[src/rtl/mem_arb_pkg.sv]
// Shared types and defaults for the two-client memory arbiter.
package mem_arb_pkg;

    localparam int unsigned ADDR_W = 28;
    localparam int unsigned DATA_W = 128;

    typedef enum logic [1:0] {
        IDLE  = 2'd0,
        GNT_I = 2'd1,
        GNT_D = 2'd2
    } arb_state_t;

    localparam logic CL_I = 1'b0;
    localparam logic CL_D = 1'b1;

    // Grant state that serves the given client id.
    function automatic arb_state_t gnt_state(input logic id);
        return (id == CL_D) ? GNT_D : GNT_I;
    endfunction

endpackage

[src/rtl/mem_arbiter_rr_pick2.sv]
// Combinational two-requester round-robin picker: on a tie the client
// that was not granted last wins.
module rr_pick2
    import mem_arb_pkg::*;
(
    input  logic [1:0] req,
    input  logic       last,
    output logic       gnt_valid,
    output logic       gnt_id
);

    // Pick the single requester, or the one not served last on a tie.
    always_comb begin
        gnt_valid = |req;
        gnt_id    = CL_I;
        case (req)
            2'b01:   gnt_id = CL_I;
            2'b10:   gnt_id = CL_D;
            2'b11:   gnt_id = ~last;
            default: gnt_id = CL_I;
        endcase
    end

endmodule

[src/rtl/mem_arbiter.sv]
// Two-client memory arbiter: routes one whole I-cache or D-cache
// transaction at a time to the shared memory port, round-robin on ties.
module mem_arbiter #(
    parameter int unsigned ADDR_W = mem_arb_pkg::ADDR_W,
    parameter int unsigned DATA_W = mem_arb_pkg::DATA_W
) (
    input  logic              clk,
    input  logic              proc_reset,

    input  logic              i_read,
    input  logic              i_write,
    input  logic [ADDR_W-1:0] i_addr,
    input  logic [DATA_W-1:0] i_wdata,
    output logic [DATA_W-1:0] i_rdata,
    output logic              i_ready,

    input  logic              d_read,
    input  logic              d_write,
    input  logic [ADDR_W-1:0] d_addr,
    input  logic [DATA_W-1:0] d_wdata,
    output logic [DATA_W-1:0] d_rdata,
    output logic              d_ready,

    output logic              mem_read,
    output logic              mem_write,
    output logic [ADDR_W-1:0] mem_addr,
    output logic [DATA_W-1:0] mem_wdata,
    input  logic [DATA_W-1:0] mem_rdata,
    input  logic              mem_ready
);

    import mem_arb_pkg::*;

    arb_state_t state_q, state_d;
    logic       last_q, last_d;

    logic       i_req, d_req;
    logic       gnt_valid;
    logic       gnt_id;

    assign i_req = i_read | i_write;
    assign d_req = d_read | d_write;

    rr_pick2 u_pick (
        .req       ({d_req, i_req}),
        .last      (last_q),
        .gnt_valid (gnt_valid),
        .gnt_id    (gnt_id)
    );

    // State and last-granted registers; last resets to I so D wins the first tie.
    always_ff @(posedge clk) begin
        if (proc_reset) begin
            state_q <= IDLE;
            last_q  <= CL_I;
        end else begin
            state_q <= state_d;
            last_q  <= last_d;
        end
    end

    // Next state: grant from IDLE, release on mem_ready or an abandoned request.
    always_comb begin
        state_d = state_q;
        last_d  = last_q;
        case (state_q)
            IDLE: begin
                if (gnt_valid) begin
                    state_d = gnt_state(gnt_id);
                end
            end
            GNT_I: begin
                if (mem_ready) begin
                    state_d = IDLE;
                    last_d  = CL_I;
                end else if (!i_req) begin
                    state_d = IDLE;
                end
            end
            GNT_D: begin
                if (mem_ready) begin
                    state_d = IDLE;
                    last_d  = CL_D;
                end else if (!d_req) begin
                    state_d = IDLE;
                end
            end
            default: state_d = IDLE;
        endcase
    end

    // Output mux: the granted client's request passes straight to memory.
    always_comb begin
        mem_read  = 1'b0;
        mem_write = 1'b0;
        mem_addr  = '0;
        mem_wdata = '0;
        i_ready   = 1'b0;
        d_ready   = 1'b0;
        case (state_q)
            GNT_I: begin
                mem_read  = i_read;
                mem_write = i_write;
                mem_addr  = i_addr;
                mem_wdata = i_wdata;
                i_ready   = mem_ready;
            end
            GNT_D: begin
                mem_read  = d_read;
                mem_write = d_write;
                mem_addr  = d_addr;
                mem_wdata = d_wdata;
                d_ready   = mem_ready;
            end
            default: ;
        endcase
    end

    // Read data is broadcast; each cache qualifies it with its own ready.
    assign i_rdata = mem_rdata;
    assign d_rdata = mem_rdata;

endmodule

[config.mk]
export PLATFORM = sky130hd
export DESIGN_NAME = mem_arbiter
export DESIGN_NICKNAME = d
export VERILOG_FILES = /design/src/rtl/mem_arb_pkg.sv /design/src/rtl/mem_arbiter_rr_pick2.sv /design/src/rtl/mem_arbiter.sv
export SDC_FILE = /design/constraint.sdc
export NUM_CORES = 1
export LEC_CHECK = 0
export CORE_AREA = 2 2 333 335
export CTS_CLUSTER_DIAMETER = 50
export CTS_CLUSTER_SIZE = 12
export DETAILED_ROUTE_END_ITERATION = 7
export DIE_AREA = 0 0 335 337
export PLACE_DENSITY_LB_ADDON = 0.3
export SYNTH_ARGS = -nofsm -noshare
export SYNTH_HDL_FRONTEND = slang
export SYNTH_SLANG_ARGS = --single-unit
[constraint.sdc]
create_clock -name clk -period 3.9 [get_ports clk]
set_input_delay 0.39 -clock clk [delete_from_list [all_inputs] [get_ports clk]]
set_output_delay 0.39 -clock clk [all_outputs]
set_load 0.1 [all_outputs]
Word-level counts from Yosys, hierarchy flattened
Index checks and enable logic that the tools add are counted.
{"block": "totals", "out_inout_bits": 416, "input_bits": 447, "elab_cells": 36, "register_bits": 3}
{"block": "op_classes", "eq_ne": 9, "reduce_logical": 5, "mux": 17, "bitwise_logic": 3}
{"op": "one-hot mux 128 bit (2 select lines)", "count": 1}
{"op": "one-hot mux 28 bit (2 select lines)", "count": 1}
{"op": "two-way mux 2 bit", "count": 6}
{"op": "one-hot mux 1 bit (2 select lines)", "count": 4}
{"op": "equality test 2 bit, second input constant", "count": 3}
{"op": "inequality test 2 bit, second input constant", "count": 3}
{"op": "inequality test 3 bit, second input constant", "count": 2}
{"op": "one-hot mux 2 bit (3 select lines)", "count": 1}
{"op": "AND reduction 3 bit", "count": 2}
{"op": "two-way mux 1 bit", "count": 4}
{"op": "equality test 2 x 1 -> 1 bit, second input constant", "count": 1}
{"op": "logical NOT 2 bit", "count": 1}
{"op": "OR 1 bit", "count": 2}
{"op": "nonzero test 2 bit", "count": 1}
{"op": "OR reduction 2 bit", "count": 1}
{"op": "NOT 1 bit", "count": 1}

Longest topological paths before layout
Gate-level depths: netlist (run 1).
{"block": "depth", "ltp_word": 6, "ltp_mapped": 8, "ltp_nobuf": 5}

Cells and area by module
Synthesis (run 1) repeated with hierarchy kept, for this count alone.
{"block": "hier_totals", "cells_unflattened": 654, "area_unflattened_um2": 4580.6}
{"module": "mem_arbiter", "cells_per_inst": 652, "area_each_um2": 4566.9, "n_inst": 1, "seq_area_each_um2": 60.1}
{"module": "rr_pick2", "cells_per_inst": 2, "area_each_um2": 13.8, "n_inst": 1, "seq_area_each_um2": 0.0}

Least setup slack after synthesis (run 1)
Ideal clock, no wire load.
{"block": "synth_path", "kind": "register to output", "startpoint": "register state_q[0]", "endpoint": "output port mem_addr[0]", "t_required_ns": 3.510, "arrival_time_ns": 2.515, "path_stages_with_launch": 6, "path_slack_ns": 0.995, "n_path_buf": 2, "path_cell_list": "dfxtp_1 inv_1 ha_1 clkbuf_1 clkbuf_1 nor2b_1"}
{"block": "synth_between", "elab_chain_cells": 2, "word_cells_on_any_way": 3, "classes_between": "eq/ne (2); mux (1)"}
{"item": "from (decl)", "line_no": "mem_arbiter.sv:34", "source": "arb_state_t state_q, state_d;"}
{"item": "from (signal assigned)", "line_no": "mem_arbiter.sv:57", "source": "state_q <= state_d;"}
{"item": "equality test 2 bit or equality test 2 x 1 -> 1 bit (tied branches)", "line_no": "mem_arbiter.sv:100", "source": "case (state_q)"}
{"item": "one-hot mux 28 bit (2 select lines) *", "line_no": "mem_arbiter.sv:100"}
{"item": "to (decl)", "line_no": "mem_arbiter.sv:26", "source": "output logic [ADDR_W-1:0] mem_addr,"}
Mark *: on every way between the ends. The rest lies on a longest branch, timed or not.

Worst setup path after layout (run 1)
{"block": "layout_path", "startpoint": "register state_q[0]", "endpoint": "output port mem_wdata[25]"}
{"block": "layout_between", "elab_chain_cells": 2, "word_cells_on_any_way": 3, "classes_between": "eq/ne (2); mux (1)"}
{"item": "equality test 2 bit or equality test 2 x 1 -> 1 bit (tied branches)", "line_no": "mem_arbiter.sv:100"}
{"item": "one-hot mux 128 bit (2 select lines) *", "line_no": "mem_arbiter.sv:100"}
{"item": "to (decl)", "line_no": "mem_arbiter.sv:27", "source": "output logic [DATA_W-1:0] mem_wdata,"}
Marks and branches as above.

==> results of run 1 <==
registers in the layout (all words and copies together), names as in the netlist:
| register | flops |
|---|---|
| last_q | 1 |
| state_q | 2 |
Yosys cell counts:
library cell | n | area, um2
a311o_1 | 1 | 10.0
buf_4 | 257 | 1930
nand2_1 | 1 | 3.75
and2_1 | 1 | 6.26
a22oi_1 | 158 | 1190
nand3b_1 | 1 | 7.51
nor3b_1 | 2 | 15.0
or3b_2 | 1 | 8.76
o21a_1 | 1 | 7.51
mux2i_1 | 2 | 20.0
nand2b_1 | 2 | 12.5
ha_1 | 3 | 37.5
clkbuf_1 | 24 | 90.1
inv_1 | 3 | 11.3
dfxtp_1 | 3 | 60.1
nor2b_1 | 158 | 988
buf_2 | 28 | 140
a21oi_1 | 1 | 5.00
nor2_1 | 4 | 15.0
critical path, delay by kind of cell (launching register included):
family                     cells  cell delay, ns
AOI/OAI and AO/OA              1            0.17
DFF                            1            0.34
buffers and inverters          3            0.82
adders and majority gates      1            0.53
and+or+nand+nor                1            0.18
final timing paths:
path                            startpoint       endpoint  slack, ns
worst min-delay path                last_q         last_q       0.52
worst max register to register  state_q[1]     state_q[0]       1.73
worst min register to register      last_q         last_q       0.52
worst max-delay path            state_q[0]  mem_wdata[25]       1.10
report_power, final:
group | total [uW] | switching, uW | internal (uW)
Combinational | 2530 | 1730 | 802
Sequential | 40.1 | 4.88 | 35.2
Clock | 164 | 28.9 | 135
Total | 2740 | 1770 | 973
per-stage QoR:
step / worst slack, ns / cell area [um2] / util [%] / hold WS, ns / power [uW]
detailed placement: 1.24 / 8830 / 8.06 / 0.519 / 2660
CTS: 0.996 / 8910 / 8.13 / 0.523 / 2830
floorplan: 0.995 / 4550 / - / 0.457 / 2850
global placement: 1.32 / 8830 / 8.06 / 0.476 / 2620
global route: 0.948 / 8910 / 8.13 / 0.555 / 2880
finish: 1.10 / 8910 / 8.13 / 0.524 / 2740
layer usage:
metal  vias up  GRT usage [%]  share of wire [%]
li1       2339              -                  -
met5         -              0               0.21
met2       597           15.3                 43
met4        20           1.17                1.2
met3        70           7.63                 17
met1      2436           11.1                 38
kinds of logic (layout without fill, tap and decap cells):
kind of cell	Yosys count	in the layout	synth area share, %
flip-flops	3	3	1.32
AO/OA/AOI/OAI	161	161	26.5
adder cells (fa/ha/maj)	3	3	0.824
AND/OR/NAND/NOR	170	170	23.2
multiplexers	2	2	0.440
other	0	1	0
buffers and inverters	312	496	47.7
final cells by class:
cell class                 count  area [um2]  share of cell area (%)
tap                         1426        1780                    20.0
sequential                     3        60.1                   0.674
antenna                        1        2.50                  0.0281
multi-input combinational    336        2360                    26.5
inverter                       3        11.3                   0.126
clock buffer                   4        78.8                   0.884
timing repair buffer         489        4620                    51.8
==> summary.txt, run 1 <==
Status
  – Status: finished, final reports clean

Setup path
  – Req. time, crit path: 3.51 ns
  – Worst-path cell chain: inv_1, ha_4, buf_12, a22oi_1, nor2b_1, buf_4
  – Critical Path Slowest Stage Cell: ha_4
  – Worst Path Arrival: 2.41 ns
  – Worst Setup End Kind: output port
  – Crit path max fanout: 52
  – Critical path type: register to output port
  – Critical Path Max Stage Delay: 0.53 ns
  – Crit path launch type: register
  – FF-to-FF path depth: 6

STA
  – Slew @ Worst Pin: 0.660 ns
  – Max frequency: 0.358 GHz
  – Fin crit period: 2.80 ns
  – Setup violators final: 0
  – Hold Vio Cnt, Final: 0
  – Tcrit/Tclk final: 71.7%
  – Fin. max-slew vios: 0
  – Unrepaired setup endpoints after global routing: no
  – Setup TNS: 0 ns
  – Slew HR: 56.0%
  – Skew final: 0.00135 ns

Synthesis
  – Synth cell types: 19
  – #FFs+latches synth: 3
  – Synth Instances: 651
  – Mapped cell area: 4550 um2
  – Mapped Nets: 1101
  – Yosys warns: 0
  – Sequential area share after synthesis: 1.32%
  – Mapped Avg Cell Area: 7.00 um2

Finish
  – Net count, final: 1286
  – Fill cells: 12900
  – P&R area growth vs syn: 95.7%
  – Most frequent cells in the layout: 318 x clkdlybuf4s50_1, 159 x buf_4, 158 x a22oi_1, 158 x nor2b_1, 12 x buf_12
  – Fin cells: 2262
  – Commonest non-fill, non-tap cell in the layout: clkdlybuf4s50_1
  – Share of cells above drive strength 1: 21.3%

GRT
  – Vias in the first global route: 5879
  – GRT Residual Overflow: 0
  – Initial antenna violation count: 12
  – First-pass GRT wire length: 74200 um
  – Pin count of the biggest net entering global routing: 56
  – Total track usage: 9.95%

Drt
  – Initial DRC count: 249
  – DR WL/cell: 26.5 um
  – Via/cell ratio: 2.41
  – Antenna viol nets, final: 0
  – Residual DRC: 0
  – Initial DRT Pass Iterations: 6
  – Via count: 5462
  – Routed wire length: 59900 um

Clock tree
  – Post-CTS setup buffers: 0
  – TritonCTS sink count: 3
  – Clk slew on worst S/H paths: 0.03 ns
  – Post-CTS Hold Buffers: 0
  – TritonCTS clock tree: done
  – Cts repair resizes: 0
  – H-tree levels: 1
  – Worst skew pair latency: 0.22 ns
  – CTS root buf: clkbuf_16
  – Maximum clock insertion buffer count: 2
  – CTS buffer count: 3

Floorplan
  – Core area: 110000 um2
  – Starting density of the core: 4.16%
  – Die width: 335 um
  – FP Rows: 122
  – Ports: 863
  – Die Y-Extent: 337 um
  – Total die area: 113000 um2

Place
  – Detailed placement HPWL: 54500 um
  – GPL Wtd Cong: 0.739
  – Placed cells: 2257
  – IO buf count: 478

Min path
  – Hold Path Stages: 2
  – Worst min-delay path category: register to register

Job
  – Max Cap Viol: 0

Power and ir drop
  – Peak VDD IR: 0.122 mV
  – Leak: 0.00272 uW
  – Pwr Density: 307 nW/um2
Note: power is estimated with default switching activity, not from simulation.
==> run 2, diff against run 1 <==
- CORE_AREA: 2 2 333 335 -> 2 2 337 339
- DIE_AREA: 0 0 335 337 -> 0 0 339 341
- clock period: 3.9 -> 2.3 ns (I/O delays scaled with it)
==> summary.txt, run 2 (synthesized netlist as in run 1, its figures left out) <==
Status
  – Status: complete, but fails checks
  – Failing checks: setup timing

Finish
  – Biggest regs: state_q (2), last_q (1)
  – Multi-input gate area: 2980 um2 (+26%)
  – Most flops, register: state_q
  – Share of cells above drive strength 1: 46.9% (+26 points)
  – Largest register FFs: 2 (unchanged)
  – Fill cells: 12900 (+0.49%)
  – Commonest non-fill, non-tap cell in the layout: clkdlybuf4s50_1
  – Most frequent cells in the layout: 318 x clkdlybuf4s50_1, 170 x buf_12, 158 x nor2b_2, 113 x a22oi_1, 45 x a22oi_2
  – Sequential Area: 67.6 um2 (+13%)
  – P&R area growth vs syn: 158%
  – Net count, final: 1298 (+0.93%)

Power and ir drop
  – Peak VDD IR: 0.233 mV (+91%)
  – Leak: 0.00334 uW (+23%)
  – Final Power: 5920 uW (+120%)
  – Pwr Density: 503 nW/um2 (+64%)

GRT
  – GRT Residual Overflow: 0 (unchanged)
  – Total track usage: 9.23% (-0.72 points)
  – First-pass GRT wire length: 69100 um (-6.9%)
  – Pin count of the biggest net entering global routing: 59 (+5.4%)
  – Vias in the first global route: 5886 (+0.12%)
  – Initial antenna violation count: 7 (-5)

Floorplan
  – Die width: 339 um (+1.2%)
  – Starting density of the core: 4.07% (-0.085 points)
  – Die Y-Extent: 341 um (+1.2%)
  – Ports: 863 (unchanged)
  – FP Rows: 123 (+0.82%)
  – Total die area: 116000 um2 (+2.4%)
  – Core area: 112000 um2 (+2.1%)

STA
  – Fin crit period: 2.34 ns
  – Max frequency: 0.427 GHz
  – Fin Hold WS: 0.460 ns (-0.0642 ns)
  – Skew final: 0.000145 ns (-0.00120 ns)
  – Unrepaired setup endpoints after global routing: yes
  – Setup violators final: 3 (+3)
  – Setup TNS: -0.0594 ns (-0.0594 ns)
  – Hold Vio Cnt, Final: 0 (unchanged)
  – Fin. max-slew vios: 0 (unchanged)
  – Final worst setup slack: -0.0426 ns (-1.15 ns)
  – Tcrit/Tclk final: 102%
  – Slew HR: 44.7% (-11 points)
  – Slew @ Worst Pin: 0.830 ns (+0.170 ns)

Clock tree
  – Clk slew on worst S/H paths: 0.03 ns (about the same)
  – Maximum clock insertion buffer count: 2 (unchanged)
  – Post-CTS Hold Buffers: 0 (unchanged)
  – CTS buffer count: 3 (unchanged)
  – TritonCTS sink count: 3 (unchanged)
  – Worst skew pair latency: 0.22 ns (about the same)
  – CTS root buf: clkbuf_16
  – TritonCTS clock tree: done
  – H-tree levels: 1 (unchanged)

Setup path
  – Reg2Reg Launch Point: state_q[0]
  – Critical Path Slowest Stage Cell: a22oi_1
  – Req. time, crit path: 2.07 ns (-1.44 ns)
  – Crit path max fanout: 40 (-23%)
  – Worst reg-to-reg setup slack: 0.65 ns (-1.08 ns)
  – Worst Path Arrival: 2.11 ns (-0.30 ns)
  – Worst-path cell chain: inv_2, ha_4, buf_12, a22oi_1, nor2b_2, buf_12
  – Setup crit start: state_q[0]
  – Worst Setup End Kind: output port
  – Reg2reg end: state_q[1]
  – Critical Path Max Stage Delay: 0.70 ns (+0.17 ns)
  – Critical path type: register to output port
  – Crit path top cell by count: buf_12
  – Crit path launch type: register
  – FF-to-FF path depth: 6 (unchanged)

Place
  – IO buf count: 478 (unchanged)
  – GPL Wtd Cong: 0.787 (+6.4%)
  – Detailed placement HPWL: 51100 um (-6.3%)

Drt
  – Via count: 5459 (-0.055%)
  – Residual DRC: 0 (unchanged)
  – Initial DRC count: 162 (-35%)
  – Routed wire length: 56200 um (-6.2%)
  – Antenna viol nets, final: 0 (unchanged)
  – DR WL/cell: 23.9 um (-9.7%)
  – Via/cell ratio: 2.32 (-3.8%)
  – Initial DRT Pass Iterations: 4 (-2)

Min path
  – Worst min-delay path category: input port to output port
  – Hold_sp: mem_rdata[104]
  – WHS Endpoint: d_rdata[104]
  – Hold Path Stages: 0 (-2)

Job
  – Max Cap Viol: 0 (unchanged)
## run 2: changes by cell type in the layout (fill, tap and decap cells not counted), moves of 4 or more
cell | before | now
buf_6 | 0 | 4
a22oi_2 | 0 | 45
nor2b_1 | 158 | 0
nor2b_2 | 0 | 158
a22oi_1 | 158 | 113
buf_4 | 159 | 6
buf_12 | 12 | 170
## run 2: worst max-delay path, delay by kind of cell (launching register included)
family | cells | cell delay (ns)
compound gates | 1 | 0.70
buf+inv | 3 | 0.47
flops | 1 | 0.35
fa+ha+maj | 1 | 0.20
simple gates | 1 | 0.13
## run 2: layer usage
metal	wire length, um	global-route usage, %	up-vias
li1	-	-	2377
met1	20700	10.3	2410
met2	25400	14.8	629
met3	9450	6.36	37
met4	676	0.907	6
met5	41	0	-
## run 2: stage by stage
| stage | utilization [%] | cell area, um2 | setup slack [ns] | instances |
|---|---|---|---|---|
| finish | 10.5 | 11800 | -0.0426 | 2350 |
| global route | 10.5 | 11800 | -0.0454 | 2347 |
| CTS | 10.5 | 11700 | -0.0878 | 2347 |
| detailed placement | 10.2 | 11400 | -0.269 | 2341 |
| global placement | 10.2 | 11400 | -0.565 | 2340 |
| floorplan | - | 4950 | 0.0780 | 651 |
## run 2: worst max-delay path by stage
stage	to	slack, ns	depth (start not counted)
2_1_floorplan	mem_addr[0]	0.08	5
3_3_place_gp	mem_wdata[107]	-0.57	6
3_5_place_dp	mem_wdata[104]	-0.27	6
4_1_cts	mem_wdata[43]	-0.09	6
5_1_grt	mem_wdata[41]	-0.05	6
6_report	mem_wdata[41]	-0.04	6
## run 2: cell type report
cell class	count	share of cell area [%]
sequential	3	0.574
clock buffer	4	0.670
timing repair buffer	501	57.3
multi-input combinational	336	25.3
antenna	3	0.0638
inverter	3	0.0957
tap	1500	15.9
## run 2: power breakdown
part / leakage (uW) / switching, uW / total (uW) / internal [uW]
clock: 0.0000382 / 47.6 / 276 / 229
sequential: 0.0000260 / 8.75 / 70.1 / 61.3
combinational: 0.00328 / 3380 / 5570 / 2200
total: 0.00334 / 3430 / 5920 / 2490
## run 2: repair_timing
item                       4_1_cts  5_1_grt
buffers inserted                 1        0
gates cloned                     1        0
pin swaps                        5        1
setup endpoints to repair       62       16
resized for setup               46       12
